### config.mk
export PLATFORM = sky130hd
export DESIGN_NAME = pipeline_ctrl
export DESIGN_NICKNAME = d
export VERILOG_FILES = /design/src/rtl/pipe_ctrl_pkg.sv /design/src/rtl/pipeline_ctrl_hazard_detect.sv /design/src/rtl/pipeline_ctrl.sv
export SDC_FILE = /design/constraint.sdc
export NUM_CORES = 1
export LEC_CHECK = 0
export ABC_AREA = 1
export CAP_MARGIN = 20
export CORE_UTILIZATION = 34
export CTS_BUF_LIST = sky130_fd_sc_hd__clkbuf_8
export DETAILED_ROUTE_END_ITERATION = 6
export PLACE_DENSITY_LB_ADDON = 0.1
export SLEW_MARGIN = 20
export SYNTH_ARGS = -nofsm -noshare
export SYNTH_HDL_FRONTEND = slang
export SYNTH_SLANG_ARGS = --single-unit
### constraint.sdc
create_clock -name clk -period 1.4 [get_ports clk]
set_input_delay 0.14 -clock clk [delete_from_list [all_inputs] [get_ports clk]]
set_output_delay 0.14 -clock clk [all_outputs]
set_load 0.03 [all_outputs]
### src/rtl/pipe_ctrl_pkg.sv
// Shared definitions for the pipeline stall/flush sequencer.
//   pipe_state_t : sequencer FSM encoding (RUN, MDU_BUSY, DMEM_WAIT)
//   REG_ZERO     : index of the hard-wired zero register, which never carries a dependency
package pipe_ctrl_pkg;

    typedef enum logic [1:0] {
        RUN       = 2'd0,
        MDU_BUSY  = 2'd1,
        DMEM_WAIT = 2'd2
    } pipe_state_t;

    localparam int REG_ZERO = 0;

endpackage

### src/rtl/pipeline_ctrl_hazard_detect.sv
// hazard_detect: combinational data-hazard compare between the instruction in EX
// and the source registers of the instruction in ID.
// Ports:
//   id_rs, id_rt  in   source registers of the ID instruction
//   id_branch     in   ID instruction compares its operands in ID (branch / jr)
//   ex_memread    in   EX holds a load
//   ex_regwrite   in   EX writes a GPR
//   ex_rd         in   EX destination register
//   hz_stall      out  load-use or branch-operand dependency present
module hazard_detect
    import pipe_ctrl_pkg::*;
#(
    parameter int RA_W = 5
) (
    input  logic [RA_W-1:0] id_rs,
    input  logic [RA_W-1:0] id_rt,
    input  logic            id_branch,
    input  logic            ex_memread,
    input  logic            ex_regwrite,
    input  logic [RA_W-1:0] ex_rd,
    output logic            hz_stall
);

    logic rd_nonzero;
    logic rd_match;

    assign rd_nonzero = (ex_rd != RA_W'(REG_ZERO));
    assign rd_match   = (ex_rd == id_rs) || (ex_rd == id_rt);

    // A load result is not available until after MEM; a branch compares in ID,
    // so any ALU result still in EX is also too late for it.
    assign hz_stall = rd_nonzero && rd_match &&
                      (ex_memread || (id_branch && ex_regwrite));

endmodule

### src/rtl/pipeline_ctrl.sv
// pipeline_ctrl: stall/flush sequencer for the 5-stage pipe (IF, ID, EX, MEM, WB).
// Merges exception, data-memory wait, multi-cycle MDU, data hazards, taken
// branches and fetch wait into hold (stall_*) and bubble (flush_*) controls for
// the PC, IF/ID, ID/EX, EX/MEM and MEM/WB registers, and owns MDU start/cancel.
// Ports:
//   clk, rst_n                 clock, asynchronous active-low reset
//   id_rs, id_rt, id_branch, id_taken       ID-stage information
//   ex_memread, ex_regwrite, ex_rd, ex_mdu_op  EX-stage information
//   mdu_done                   MDU result valid pulse
//   if_req/if_ready, mem_req/mem_ready      fetch and data memory handshakes
//   exc_valid                  exception / eret committed in MEM
//   stall_*, flush_*           per-register hold / bubble controls
//   mdu_start, mdu_cancel      one-cycle MDU launch / abort pulses
//   ctrl_busy                  sequencer is not in RUN
//   perf_stall_cyc, perf_flush_cnt  saturating counters (only with PIPE_PERF_CNT_EN)
//   state_dbg                  current FSM state
// Configuration: define PIPE_PERF_CNT_EN to add the performance counters.
//
// Handshakes: a memory access is outstanding while req = 1 and ready = 0; the
// cycle in which ready = 1 completes it. mdu_start launches one operation; the
// operation completes on the cycle mdu_done = 1 (a done seen in the launch cycle
// belongs to nothing and is ignored), or is abandoned by mdu_cancel.
module pipeline_ctrl
    import pipe_ctrl_pkg::*;
#(
    parameter int RA_W  = 5,
    parameter int CNT_W = 32
) (
    input  logic             clk,
    input  logic             rst_n,
    input  logic [RA_W-1:0]  id_rs,
    input  logic [RA_W-1:0]  id_rt,
    input  logic             id_branch,
    input  logic             id_taken,
    input  logic             ex_memread,
    input  logic             ex_regwrite,
    input  logic [RA_W-1:0]  ex_rd,
    input  logic             ex_mdu_op,
    input  logic             mdu_done,
    input  logic             if_req,
    input  logic             if_ready,
    input  logic             mem_req,
    input  logic             mem_ready,
    input  logic             exc_valid,
    output logic             stall_pc,
    output logic             stall_if_id,
    output logic             stall_id_ex,
    output logic             stall_ex_mem,
    output logic             stall_mem_wb,
    output logic             flush_if_id,
    output logic             flush_id_ex,
    output logic             flush_ex_mem,
    output logic             flush_mem_wb,
    output logic             mdu_start,
    output logic             mdu_cancel,
    output logic             ctrl_busy,
`ifdef PIPE_PERF_CNT_EN
    output logic [CNT_W-1:0] perf_stall_cyc,
    output logic [CNT_W-1:0] perf_flush_cnt,
`endif
    output logic [1:0]       state_dbg
);

    pipe_state_t state, state_nxt;
    logic        hz_stall;
    logic        flush_event;

    hazard_detect #(.RA_W(RA_W)) u_hazard_detect (
        .id_rs       (id_rs),
        .id_rt       (id_rt),
        .id_branch   (id_branch),
        .ex_memread  (ex_memread),
        .ex_regwrite (ex_regwrite),
        .ex_rd       (ex_rd),
        .hz_stall    (hz_stall)
    );

    always_ff @(posedge clk or negedge rst_n) begin
        if (!rst_n) state <= RUN;
        else        state <= state_nxt;
    end

    always_comb begin
        state_nxt    = state;
        stall_pc     = 1'b0;
        stall_if_id  = 1'b0;
        stall_id_ex  = 1'b0;
        stall_ex_mem = 1'b0;
        stall_mem_wb = 1'b0;
        flush_if_id  = 1'b0;
        flush_id_ex  = 1'b0;
        flush_ex_mem = 1'b0;
        flush_mem_wb = 1'b0;
        mdu_start    = 1'b0;
        mdu_cancel   = 1'b0;
        flush_event  = 1'b0;
        if (!rst_n) begin
            // Hold the pipe empty while in reset.
            flush_if_id  = 1'b1;
            flush_id_ex  = 1'b1;
            flush_ex_mem = 1'b1;
            flush_mem_wb = 1'b1;
        end else begin
            case (state)
                RUN: begin
                    if (exc_valid) begin
                        flush_if_id  = 1'b1;
                        flush_id_ex  = 1'b1;
                        flush_ex_mem = 1'b1;
                        flush_event  = 1'b1;
                    end else if (mem_req && !mem_ready) begin
                        // A pending mdu op in EX waits here; it launches once back in RUN.
                        stall_pc     = 1'b1;
                        stall_if_id  = 1'b1;
                        stall_id_ex  = 1'b1;
                        stall_ex_mem = 1'b1;
                        flush_mem_wb = 1'b1;
                        state_nxt    = DMEM_WAIT;
                    end else if (ex_mdu_op) begin
                        mdu_start    = 1'b1;
                        stall_pc     = 1'b1;
                        stall_if_id  = 1'b1;
                        stall_id_ex  = 1'b1;
                        flush_ex_mem = 1'b1;
                        state_nxt    = MDU_BUSY;
                    end else begin
                        if (hz_stall) begin
                            stall_pc    = 1'b1;
                            stall_if_id = 1'b1;
                            flush_id_ex = 1'b1;
                        end else if (id_taken) begin
                            flush_if_id = 1'b1;
                            flush_event = 1'b1;
                        end
                        // Fetch wait only matters when nothing above already holds the PC.
                        if (!hz_stall && if_req && !if_ready) begin
                            stall_pc    = 1'b1;
                            flush_if_id = 1'b1;
                        end
                    end
                end
                MDU_BUSY: begin
                    if (exc_valid) begin
                        flush_if_id  = 1'b1;
                        flush_id_ex  = 1'b1;
                        flush_ex_mem = 1'b1;
                        mdu_cancel   = 1'b1;
                        flush_event  = 1'b1;
                        state_nxt    = RUN;
                    end else if (!mdu_done) begin
                        stall_pc     = 1'b1;
                        stall_if_id  = 1'b1;
                        stall_id_ex  = 1'b1;
                        flush_ex_mem = 1'b1;
                    end else begin
                        state_nxt = RUN;
                    end
                end
                DMEM_WAIT: begin
                    // The exception source holds exc_valid until MEM can accept it.
                    if (!mem_ready) begin
                        stall_pc     = 1'b1;
                        stall_if_id  = 1'b1;
                        stall_id_ex  = 1'b1;
                        stall_ex_mem = 1'b1;
                        flush_mem_wb = 1'b1;
                    end else begin
                        state_nxt = RUN;
                    end
                end
                default: state_nxt = RUN;
            endcase
        end
    end

    assign ctrl_busy = (state != RUN);
    assign state_dbg = state;

`ifdef PIPE_PERF_CNT_EN
    always_ff @(posedge clk or negedge rst_n) begin
        if (!rst_n) begin
            perf_stall_cyc <= '0;
            perf_flush_cnt <= '0;
        end else begin
            if (stall_pc && (perf_stall_cyc != {CNT_W{1'b1}}))
                perf_stall_cyc <= perf_stall_cyc + 1'b1;
            if (flush_event && (perf_flush_cnt != {CNT_W{1'b1}}))
                perf_flush_cnt <= perf_flush_cnt + 1'b1;
        end
    end
`else
    logic unused_flush_event;
    assign unused_flush_event = flush_event;
`endif

endmodule

* Word level (Yosys, flattened, before mapping)
Cells that the tools add are included.
** Storage, ports and cells
- Logic and storage cells :: 80
- Register bits after elaboration :: 2
- Input bits :: 28
- Output and inout port bits :: 14
** Operators by class
- Equal/unequal tests :: 8
- Reduce and logical (&&, ||, !) cells :: 15
- Multiplexer cells :: 56
** Operators with widths (number)
- 2-to-1 mux 1 bit :: 42
- 2-to-1 mux 2 bit :: 6
- == test 5 bit :: 2
- case mux 1 bit (3 select lines) :: 3
- case mux 1 bit (2 select lines) :: 4
- logical AND 1 bit :: 6
- != test 3 bit (second input constant) :: 2
- case mux 2 bit (3 select lines) :: 1
- AND reduction 5 bit :: 1
- nonzero test 5 bit :: 1
- != test 2 bit (second input constant) :: 2
- logical NOT 1 bit :: 3
- == test 2 x 1 -> 1 bit (second input constant) :: 1
- == test 2 bit (second input constant) :: 1
- logical NOT 2 bit :: 1
- logical OR 1 bit :: 2
- nonzero test 2 bit :: 1

* Longest topological paths before layout
Gate-level depths: netlist of the first run.
- Depth after elaboration :: 13
- Gate-level depth with buffers :: 9
- Gate-level depth less buffers :: 9

* Hierarchy
Synthesis of the first run repeated with hierarchy kept, for this count alone.
** Unflattened totals
- Cells, all modules :: 108
- Area total of the unflattened synthesis :: 536.8 µm²
** By module, submodules not included
- pipeline_ctrl :: instances 1, area each 335.3 µm², cells each 62
- hazard_detect :: instances 1, area each 201.4 µm², cells each 46

* Worst setup path before layout of the first run
No wires, ideal clock.
- Path kind :: register -> output
- From :: register state[1], in the netlist state_dbg[1]
- To :: output flush_id_ex
- Data required time :: 1260 ps
- Arrival :: 1553 ps
- Setup slack :: -293 ps
- Cell stages (with the launch flop) :: 5
- Cell sequence :: dfrtp_1 > nor2_4 > nand2_1 > nand3b_1 > a21oi_1
** Between the ends
- Cells in the longest elaborated chain, start to end :: 3
- Elaborated cells on any way between the ends :: 4
** RTL lines
- start, declared :: line pipeline_ctrl.sv:64 : pipe_state_t state, state_nxt;
- start signal, assigned :: line pipeline_ctrl.sv:80 : else state <= state_nxt;
- == test 2 x 1 -> 1 bit / logical NOT 2 bit (equally long branches) :: line pipeline_ctrl.sv:104 : case (state)
- case mux 1 bit (2 select lines) * :: line pipeline_ctrl.sv:104
- 2-to-1 mux 1 bit * :: line pipeline_ctrl.sv:97 : if (!rst_n) begin
- end, declared :: line pipeline_ctrl.sv:51 : output logic flush_id_ex,
Mark *: on every way between the ends. The rest lies on a longest branch, timed or not.

* Worst setup path in the final report of the first run
- From :: input mem_req
- To :: output flush_id_ex
** Between the ends
- Cells in the longest elaborated chain, start to end :: 5
** RTL lines
- start, declared :: line pipeline_ctrl.sv:42 : input logic mem_req,
- logical AND 1 bit :: line pipeline_ctrl.sv:111 : end else if (mem_req && !mem_ready) begin
- 2-to-1 mux 1 bit :: line pipeline_ctrl.sv:111
- 2-to-1 mux 1 bit :: line pipeline_ctrl.sv:106 : if (exc_valid) begin
- case mux 1 bit (2 select lines) :: line pipeline_ctrl.sv:104
- 2-to-1 mux 1 bit :: line pipeline_ctrl.sv:97
Every way passes these cells.

==> results_dict.tcl, run 1 <==
set metrics [dict create \
    outcome "complete, but fails checks" \
    violations "design-rule violations, negative setup slack" \
    clk_pin_slew_ns 0.03 \
    rows 14 \
    path_delay_family "buffers and inverters" \
    largest_reg_flops 2 \
    initial_core_util_pct 36.2 \
    gr-total-overflow 0 \
    worst-path-max-fanout 3 \
    fin_crit_sh_pct 118 \
    endpoint_kind "output port" \
    post-place-cells 173 \
    synth_warnings 0 \
    numCtsBuffers 3 \
    report.final.slew_viol_count 0 \
    worst_slack_ns -0.253 \
    cp_slowest_cell "clkdlybuf4s50_1" \
    wirelength_um 2420 \
    crit_cells 8 \
    cts_max_level 1 \
    rsz0062_at_grt "true" \
    worst_setup_path_start_kind "primary input" \
    drv_cap 0 \
    nets 194 \
    synth_nets 133 \
    multiInputGateArea_um2 504 \
    r2r_cells 8 \
    viasPerCell 4.81 \
    synthCells 105 \
    clock.fmax_ghz 0.605 \
    first_pass_iters 6 \
    drive_above_1_share_pct 37.8 \
    clock_path_buffers 2 \
    cpPeakStageDelay_ns 0.41 \
    synth_top_area_cell "nand2_1" \
    ys_seq_elements 2 \
    numPortBuffers 40 \
    ant_nets 0 \
    drtIter0Drc 14 \
    dieWidth_um 42.1 \
    p_leak_nw 0.679 \
    antenna_found_initial 0 \
    grt_max_degree 6 \
    layout.cells.non_filler 180 \
    holdCritPathClass "primary input to async pin" \
    grtUsageTotal_pct 22.6 \
    p_per_area_nw_per_um2 1440 \
    setup_tns_ns -1.64 \
    cts.sinks 2 \
    syn-cell-area_um2 546 \
    clkLatencyLatePin_ns 0.21 \
    dieArea_um2 1770 \
    post_drt_wl_per_cell_um 13.4 \
    cp_data_required_time_ns 1.26 \
    cts_root_buf "clkbuf_8" \
    place_ws_ns -0.305 \
    avgSynthCellArea_um2 5.20 \
    skew_ns 0.00259 \
    crit_type "primary input to output port" \
    setup_violations 9 \
    die_y_um 42.1 \
    cts_tree "built" \
    route.detailed.drc 1 \
    gp_congestion 0.785 \
    grt_pass1_wl_um 3220 \
    worst-path-buf-inv 3 \
    seq_area_frac_synth_pct 9.17 \
    ir_drop_uv 1490 \
    seqCellArea_um2 52.6 \
    min_period_ns 1.65 \
    hpwl_um 1390 \
    cp.arrival_ns 1.51 \
    timing.hold.ws_ns 0.254 \
    num_vias 865 \
    io_pins 42 \
    holdBufCountCts 0 \
    ys_types 23 \
    grt_pass1_vias 845 \
    fill_cells 103 \
    synth.area.top_cells "nand2_1 24%, inv_1 16%, dfrtp_1 9.2%" \
    crit_chain "clkdlybuf4s50_1, inv_1, nor2_4, nor2_2, nand2_1, nand3b_1, a21oi_2, buf_6" \
    synth_top_area_share_pct 24.1 \
    hold_violations 0 \
    diodes 0 \
    synthToLayoutAreaGrowth_pct 129 \
    core_um2 1510 \
    p_total_mw 1.81 \
]
## cells by family after synthesis
family | Yosys count | share of synthesized area, %
compound gates | 11 | 14.9
xor+xnor | 2 | 3.21
buf+inv | 27 | 19.3
flops | 2 | 9.17
other cells | 1 | 0.687
simple gates | 62 | 52.8
## synth_stat cells (all sizes together)
master	number
dfrtp	2
nand2	37
nor2	13
nand3b	1
nand4	2
buf	1
xnor2	2
nand3	6
nor3	3
o31ai	1
a21oi	4
inv	26
conb	1
a31oi	3
o21ai	3
## per-stage QoR
stage          utilization (%)  instance area (um2)
4_1_cts                   77.7                 1170
3_5_place_dp              71.3                 1070
6_report                  83.1                 1250
5_1_grt                   83.1                 1250
2_1_floorplan                -                  589
3_3_place_gp              71.3                 1070
## report_power, final
| part | internal (mW) | leakage [nW] | switching [mW] | total (mW) |
|---|---|---|---|---|
| clock network | 0.182 | 0.0216 | 0.0447 | 0.227 |
| logic | 0.636 | 0.634 | 0.793 | 1.43 |
| registers | 0.0906 | 0.0232 | 0.0585 | 0.149 |
## repair_timing
item / 4_1_cts / 5_1_grt
endpoints found under the setup margin: 13 / 11
gates resized for setup: 35 / 17
cloned: 0 / 0
hold endpoints to repair: 0 / 0
pin swaps: 14 / 9
buffers inserted: 2 / 2
## placed cells by master (no fill, tap or decap), types with 3 or more instances in the layout
cell and instances:
a31oi_4 3, dlygate4sd2_1 17, buf_4 13, nand2_2 4, clkdlybuf4s50_1 12, nand2_1 32
nor2_1 7, inv_1 19, nor2_4 4, inv_2 7, clkbuf_8 3, nand3_1 4
buf_6 15
## path summary, 6_finish.rpt
kind / slack, ns / from / end
hold reg to reg: 0.65 / state_dbg[0] / state_dbg[0]
min in group clk: 0.62 / mem_ready / state_dbg[1]
max in group asynchronous: 1.02 / rst_n / state_dbg[1]
setup / recovery: -0.25 / mem_req / flush_id_ex
hold / removal: 0.25 / rst_n / state_dbg[0]
setup reg to reg: 0.01 / state_dbg[0] / state_dbg[0]
## cell type report
type	instances	area share, %
flip-flops and latches	2	4.20
multi-input cells	76	40.3
clock buffers	3	3.30
well taps	16	1.60
inverters	26	7.80
repair buffers	57	42.8
## routing by layer
metal  global-route usage (%)  vias up  part of all wire (%)
met2                     48.8       31                    53
met3                     1.29        6                   4.1
met1                     22.5      392                    41
met4                     5.63        0                   2.1
met5                        0        -                     0
li1                         -      436                     -
No activity file was read; power rests on OpenSTA's default activity.
==> run 2, diff against run 1 <==
--- a/config.mk
+++ b/config.mk
@@ -7,10 +7,10 @@
 export LEC_CHECK = 0
 export ABC_AREA = 1
 export CAP_MARGIN = 20
-export CORE_UTILIZATION = 34
+export CORE_UTILIZATION = 31
 export CTS_BUF_LIST = sky130_fd_sc_hd__clkbuf_8
 export DETAILED_ROUTE_END_ITERATION = 6
-export PLACE_DENSITY_LB_ADDON = 0.1
+export PLACE_DENSITY = 0.77
 export SLEW_MARGIN = 20
 export SYNTH_ARGS = -nofsm -noshare
 export SYNTH_HDL_FRONTEND = slang
==> constraint.sdc (replaced) <==
create_clock -name clk -period 1.47 [get_ports clk]
set_input_delay 0.147 -clock clk [delete_from_list [all_inputs] [get_ports clk]]
set_output_delay 0.147 -clock clk [all_outputs]
set_load 0.03 [all_outputs]
==> results_dict.tcl, run 2 (synthesized netlist as in run 1, its figures left out) <==
set metrics [dict create \
    dieArea_um2 1930 \
    cts.sinks 2 \
    worst_slack_ns -0.115 \
    min_period_ns 1.59 \
    cts_tree "built" \
    gp_congestion 0.834 \
    cp.arrival_ns 1.44 \
    p_leak_nw 0.646 \
    cp_data_required_time_ns 1.32 \
    dieWidth_um 44.0 \
    route.detailed.drc 1 \
    grt_pass1_wl_um 3210 \
    outcome "complete, but fails checks" \
    grt.met1_usage_pct 25.4 \
    nets 190 \
    crit_chain "nor3_2, a31oi_4, o31ai_4, nand2_2, nand3_2, buf_6" \
    numPortBuffers 40 \
    cpPeakStageDelay_ns 0.44 \
    clock.fmax_ghz 0.631 \
    final_common_cell "nand2_1" \
    num_vias 822 \
    fin_crit_sh_pct 108 \
    antenna_found_initial 0 \
    violations "design-rule violations, negative setup slack" \
    grtUsageTotal_pct 22.0 \
    gr-total-overflow 0 \
    ant_nets 0 \
    drive_above_1_share_pct 33.1 \
    diodes 0 \
    viasPerCell 4.67 \
    largest_reg_flops 2 \
    rsz0062_at_grt "true" \
    met3_usage_pct 4.17 \
    r2r_start "state_dbg[1]" \
    cts_max_level 1 \
    wirelength_um 1930 \
    post_drt_wl_per_cell_um 11.0 \
    p_per_area_nw_per_um2 1310 \
    hpwl_um 1520 \
    setup_violations 8 \
    cts_root_buf "clkbuf_8" \
    core_um2 1580 \
    timing.hold.ws_ns 0.231 \
    drv_cap 0 \
    first_pass_iters 6 \
    clock_path_buffers 2 \
    rrSetupSlack_ns 0.12 \
    skew_ns 0.00121 \
    report.final.slew_viol_count 0 \
    crit_type "register to output port" \
    initial_core_util_pct 34.6 \
    io_pins 42 \
    clkLatencyLatePin_ns 0.21 \
    final_cell_mix "31 x nand2_1, 22 x inv_1, 19 x dlygate4sd2_1" \
    endpoint_kind "output port" \
    holdBufCountCts 0 \
    worst_setup_path_start_kind "register" \
    numCtsBuffers 3 \
    setup_tns_ns -0.534 \
    clk_pin_slew_ns 0.03 \
    grt_max_degree 6 \
    use_met2_pct 40.9 \
    grt_pass1_vias 787 \
    critPathLaunch "state_dbg[0]" \
    die_y_um 44.0 \
    hold_violations 0 \
    busiest_layer "met2" \
    rows 14 \
    synthToLayoutAreaGrowth_pct 112 \
    holdCritPathClass "primary input to async pin" \
    cp_slowest_cell "dfrtp_2" \
    worst-path-max-fanout 5 \
    drtIter0Drc 19 \
    ir_drop_uv 851 \
]
-- run 2: cell count changes in the layout (fill, tap and decap cells not counted), sizes merged --
| cell | before | now |
|---|---|---|
| buf | 28 | 23 |
| clkdlybuf4s50 | 12 | 11 |
| dlygate4sd2 | 17 | 19 |
-- run 2: what timing repair did --
action | CTS | global route
cloned | 0 | 0
setup buffers | 2 | 1
gates resized for setup | 30 | 9
pin swaps | 16 | 4
setup endpoints to repair | 12 | 10
-- run 2: path summary, 6_finish.rpt --
| path | to | depth (start not counted) |
|---|---|---|
| setup / recovery | stall_pc | 6 |
| hold / removal | state_dbg[1] | 2 |
| setup reg to reg | state_dbg[0] | 9 |
| hold reg to reg | state_dbg[0] | 2 |
| max in group asynchronous | state_dbg[0] | 2 |
| min in group clk | state_dbg[1] | 5 |
-- run 2: power breakdown --
part / switching, mW / internal (mW) / leakage, nW
combinational: 0.660 / 0.498 / 0.601
clock: 0.0484 / 0.174 / 0.0216
sequential: 0.0563 / 0.0864 / 0.0232
total: 0.765 / 0.758 / 0.646
-- run 2: area by class of cell --
class,count,area (um2)
clock buffers,3,41.3
fillers,128,418
inverters,26,97.6
multi-input cells,76,472
flip-flops and latches,2,52.6
well taps,16,20.0
repair buffers,53,475
-- run 2: layer usage --
metal / part of all wire (%) / vias to the layer above
li1: - / 426
met1: 44 / 370
met2: 51 / 24
met3: 4.4 / 2
met4: 0.88 / 0
met5: 0 / -
-- run 2: through the flow --
| stage | cells | power [mW] | worst slack [ns] | util (%) | instance area (um2) |
|---|---|---|---|---|---|
| floorplan | 105 | 0.740 | -0.0179 | - | 574 |
| global placement | 171 | 1.17 | -0.206 | 66.3 | 1040 |
| detailed placement | 171 | 1.19 | -0.248 | 66.3 | 1040 |
| CTS | 176 | 1.47 | -0.133 | 71.0 | 1120 |
| global route | 176 | 1.62 | -0.211 | 73.5 | 1160 |
| finish | 176 | 1.52 | -0.115 | 73.5 | 1160 |
-- run 2: critical path: cells and delay by family, from the launching register on --
family,cells,cell delay (ns)
flops,1,0.44
buf+inv,1,0.13
simple gates,3,0.50
compound gates,2,0.15
==> run 3, diff against run 2 <==
--- a/config.mk
+++ b/config.mk
@@ -10,6 +10,7 @@
 export CORE_UTILIZATION = 31
 export CTS_BUF_LIST = sky130_fd_sc_hd__clkbuf_8
 export DETAILED_ROUTE_END_ITERATION = 6
+export GPL_TIMING_DRIVEN = 0
 export PLACE_DENSITY = 0.77
 export SLEW_MARGIN = 20
 export SYNTH_ARGS = -nofsm -noshare
==> results_dict.tcl, run 3 (synthesized netlist as in run 1, its figures left out) <==
set metrics [dict create \
    post_drt_wl_per_cell_um 12.9 \
    worst_setup_path_start_kind "register" \
    grtUsageTotal_pct 22.2 \
    violations "negative setup slack" \
    endpoint_kind "output port" \
    rsz0062_at_grt "true" \
    hpwl_um 1460 \
    report.final.slew_viol_count 0 \
    holdCritPathClass "primary input to register" \
    crit_chain "nand2_4, inv_2, a31oi_4, buf_4, nand3_4, nor2_4, buf_6" \
    min_path_cells 4 \
    fill_cells 133 \
    regToRegEndpoint "state_dbg[0]" \
    route.detailed.drc 0 \
    cts_max_level 1 \
    r2r_start "state_dbg[0]" \
    cts.sinks 2 \
    grt_pass1_wl_um 3170 \
    dieArea_um2 1930 \
    p_per_area_nw_per_um2 1390 \
    dieWidth_um 44.0 \
    worst-path-buf-inv 3 \
    worst_slack_ns -0.207 \
    cts_root_buf "clkbuf_8" \
    final_common_cell "nand2_1" \
    drive_above_1_share_pct 33.8 \
    skew_ns 0.00141 \
    hold_path_end "state_dbg[1]" \
    hold_violations 0 \
    numPortBuffers 40 \
    num_vias 842 \
    p_leak_nw 0.667 \
    synthToLayoutAreaGrowth_pct 117 \
    first_pass_iters 6 \
    clock_path_buffers 2 \
    wirelength_um 2220 \
    outcome "complete, but fails checks" \
    cp_slowest_cell "dfrtp_2" \
    holdCritStartpoint "mem_ready" \
    rows 14 \
    io_pins 42 \
    drtIter0Drc 26 \
    worst-path-max-fanout 5 \
    antenna_found_initial 0 \
    final_util_pct 74.9 \
    gr-total-overflow 0 \
    cpPeakStageDelay_ns 0.47 \
    grt_pass1_vias 751 \
    fin_crit_sh_pct 114 \
    design_area_um2 1180 \
    grt_max_degree 6 \
    setup_violations 10 \
    cts_tree "built" \
    rrSetupSlack_ns -0.04 \
    timing.hold.ws_ns 0.507 \
    final_cell_mix "32 x nand2_1, 21 x inv_1, 13 x dlygate4sd2_1" \
    ant_nets 0 \
    drv_cap 0 \
    r2r_cells 8 \
    nets 187 \
    crit_type "register to output port" \
    path_delay_family "flip-flops" \
    die_y_um 44.0 \
    viasPerCell 4.87 \
    diodes 0 \
    largest_reg_flops 2 \
    placed_area_um2 995 \
    core_um2 1580 \
    ir_drop_uv 893 \
    clock.fmax_ghz 0.596 \
    cp_data_required_time_ns 1.32 \
    numCtsBuffers 3 \
    gp_congestion 0.869 \
    clk_pin_slew_ns 0.03 \
    clkLatencyLatePin_ns 0.22 \
    initial_core_util_pct 34.6 \
    min_period_ns 1.68 \
    cp.arrival_ns 1.53 \
]
[run 3: cell count changes in the layout (fill, tap and decap cells not counted), sizes merged]
| cell | delta |
|---|---|
| dlygate4sd2 | -6 |
| dlygate4sd3 | +1 |
| clkdlybuf4s50 | +1 |
| buf | -3 |
| dlymetal6s2s | +4 |
[run 3: worst min-delay path, cell delays in order]
cell and delay (ns):
dlygate4sd2_1 0.33, nor2_4 0.09, nand2_1 0.05, o21ai_1 0.06
[run 3: metrics by stage]
step	setup TNS [ns]	setup WS, ns	instances	power [mW]
after floorplan	-0.0204	-0.0179	105	0.740
after detailed placement	-7.27	-1.03	161	1.11
final	-1.20	-0.207	173	1.64
after CTS	-0.797	-0.163	170	1.50
after global placement	-6.85	-0.998	161	1.09
after global routing	-1.70	-0.253	173	1.72
[run 3: power by group]
part	internal [mW]	leakage [nW]	switching, mW
combinational	0.542	0.622	0.719
clock	0.174	0.0216	0.0547
sequential	0.0862	0.0232	0.0679
[run 3: final cells by class]
class | instances | area, um2 | area share [%]
tap | 16 | 20.0 | 1.69
clock buffer | 3 | 41.3 | 3.50
timing repair buffer | 49 | 468 | 39.6
multi-input combinational | 76 | 492 | 41.6
sequential | 2 | 52.6 | 4.45
buffer | 1 | 7.51 | 0.636
inverter | 26 | 100 | 8.47
[run 3: repair_timing]
action                                  CTS  global route
resized for setup                        97            14
endpoints found under the setup margin   13            11
buffers inserted                          5             3
hold endpoints to repair                  2             0
pin swaps                                12            11
hold buffers                              1             0
[run 3: how the worst max path moves through the flow]
| stage | slack [ns] | cells after the start | from | endpoint |
|---|---|---|---|---|
| global placement | -1.0 | 6 | rst_n | stall_pc |
| floorplan | -0.02 | 4 | state_dbg[1] | flush_id_ex |
| finish | -0.21 | 7 | state_dbg[0] | mdu_start |
| global route | -0.25 | 7 | state_dbg[0] | stall_pc |
| detailed placement | -1.03 | 6 | rst_n | stall_pc |
| CTS | -0.16 | 7 | state_dbg[0] | stall_pc |
[run 3: layer usage]
metal / part of all wire [%] / track usage, %
met3: 3.8 / 2.08
met5: 0 / 0
met2: 54 / 43.3
met1: 40 / 24.3
met4: 2.5 / 8.48
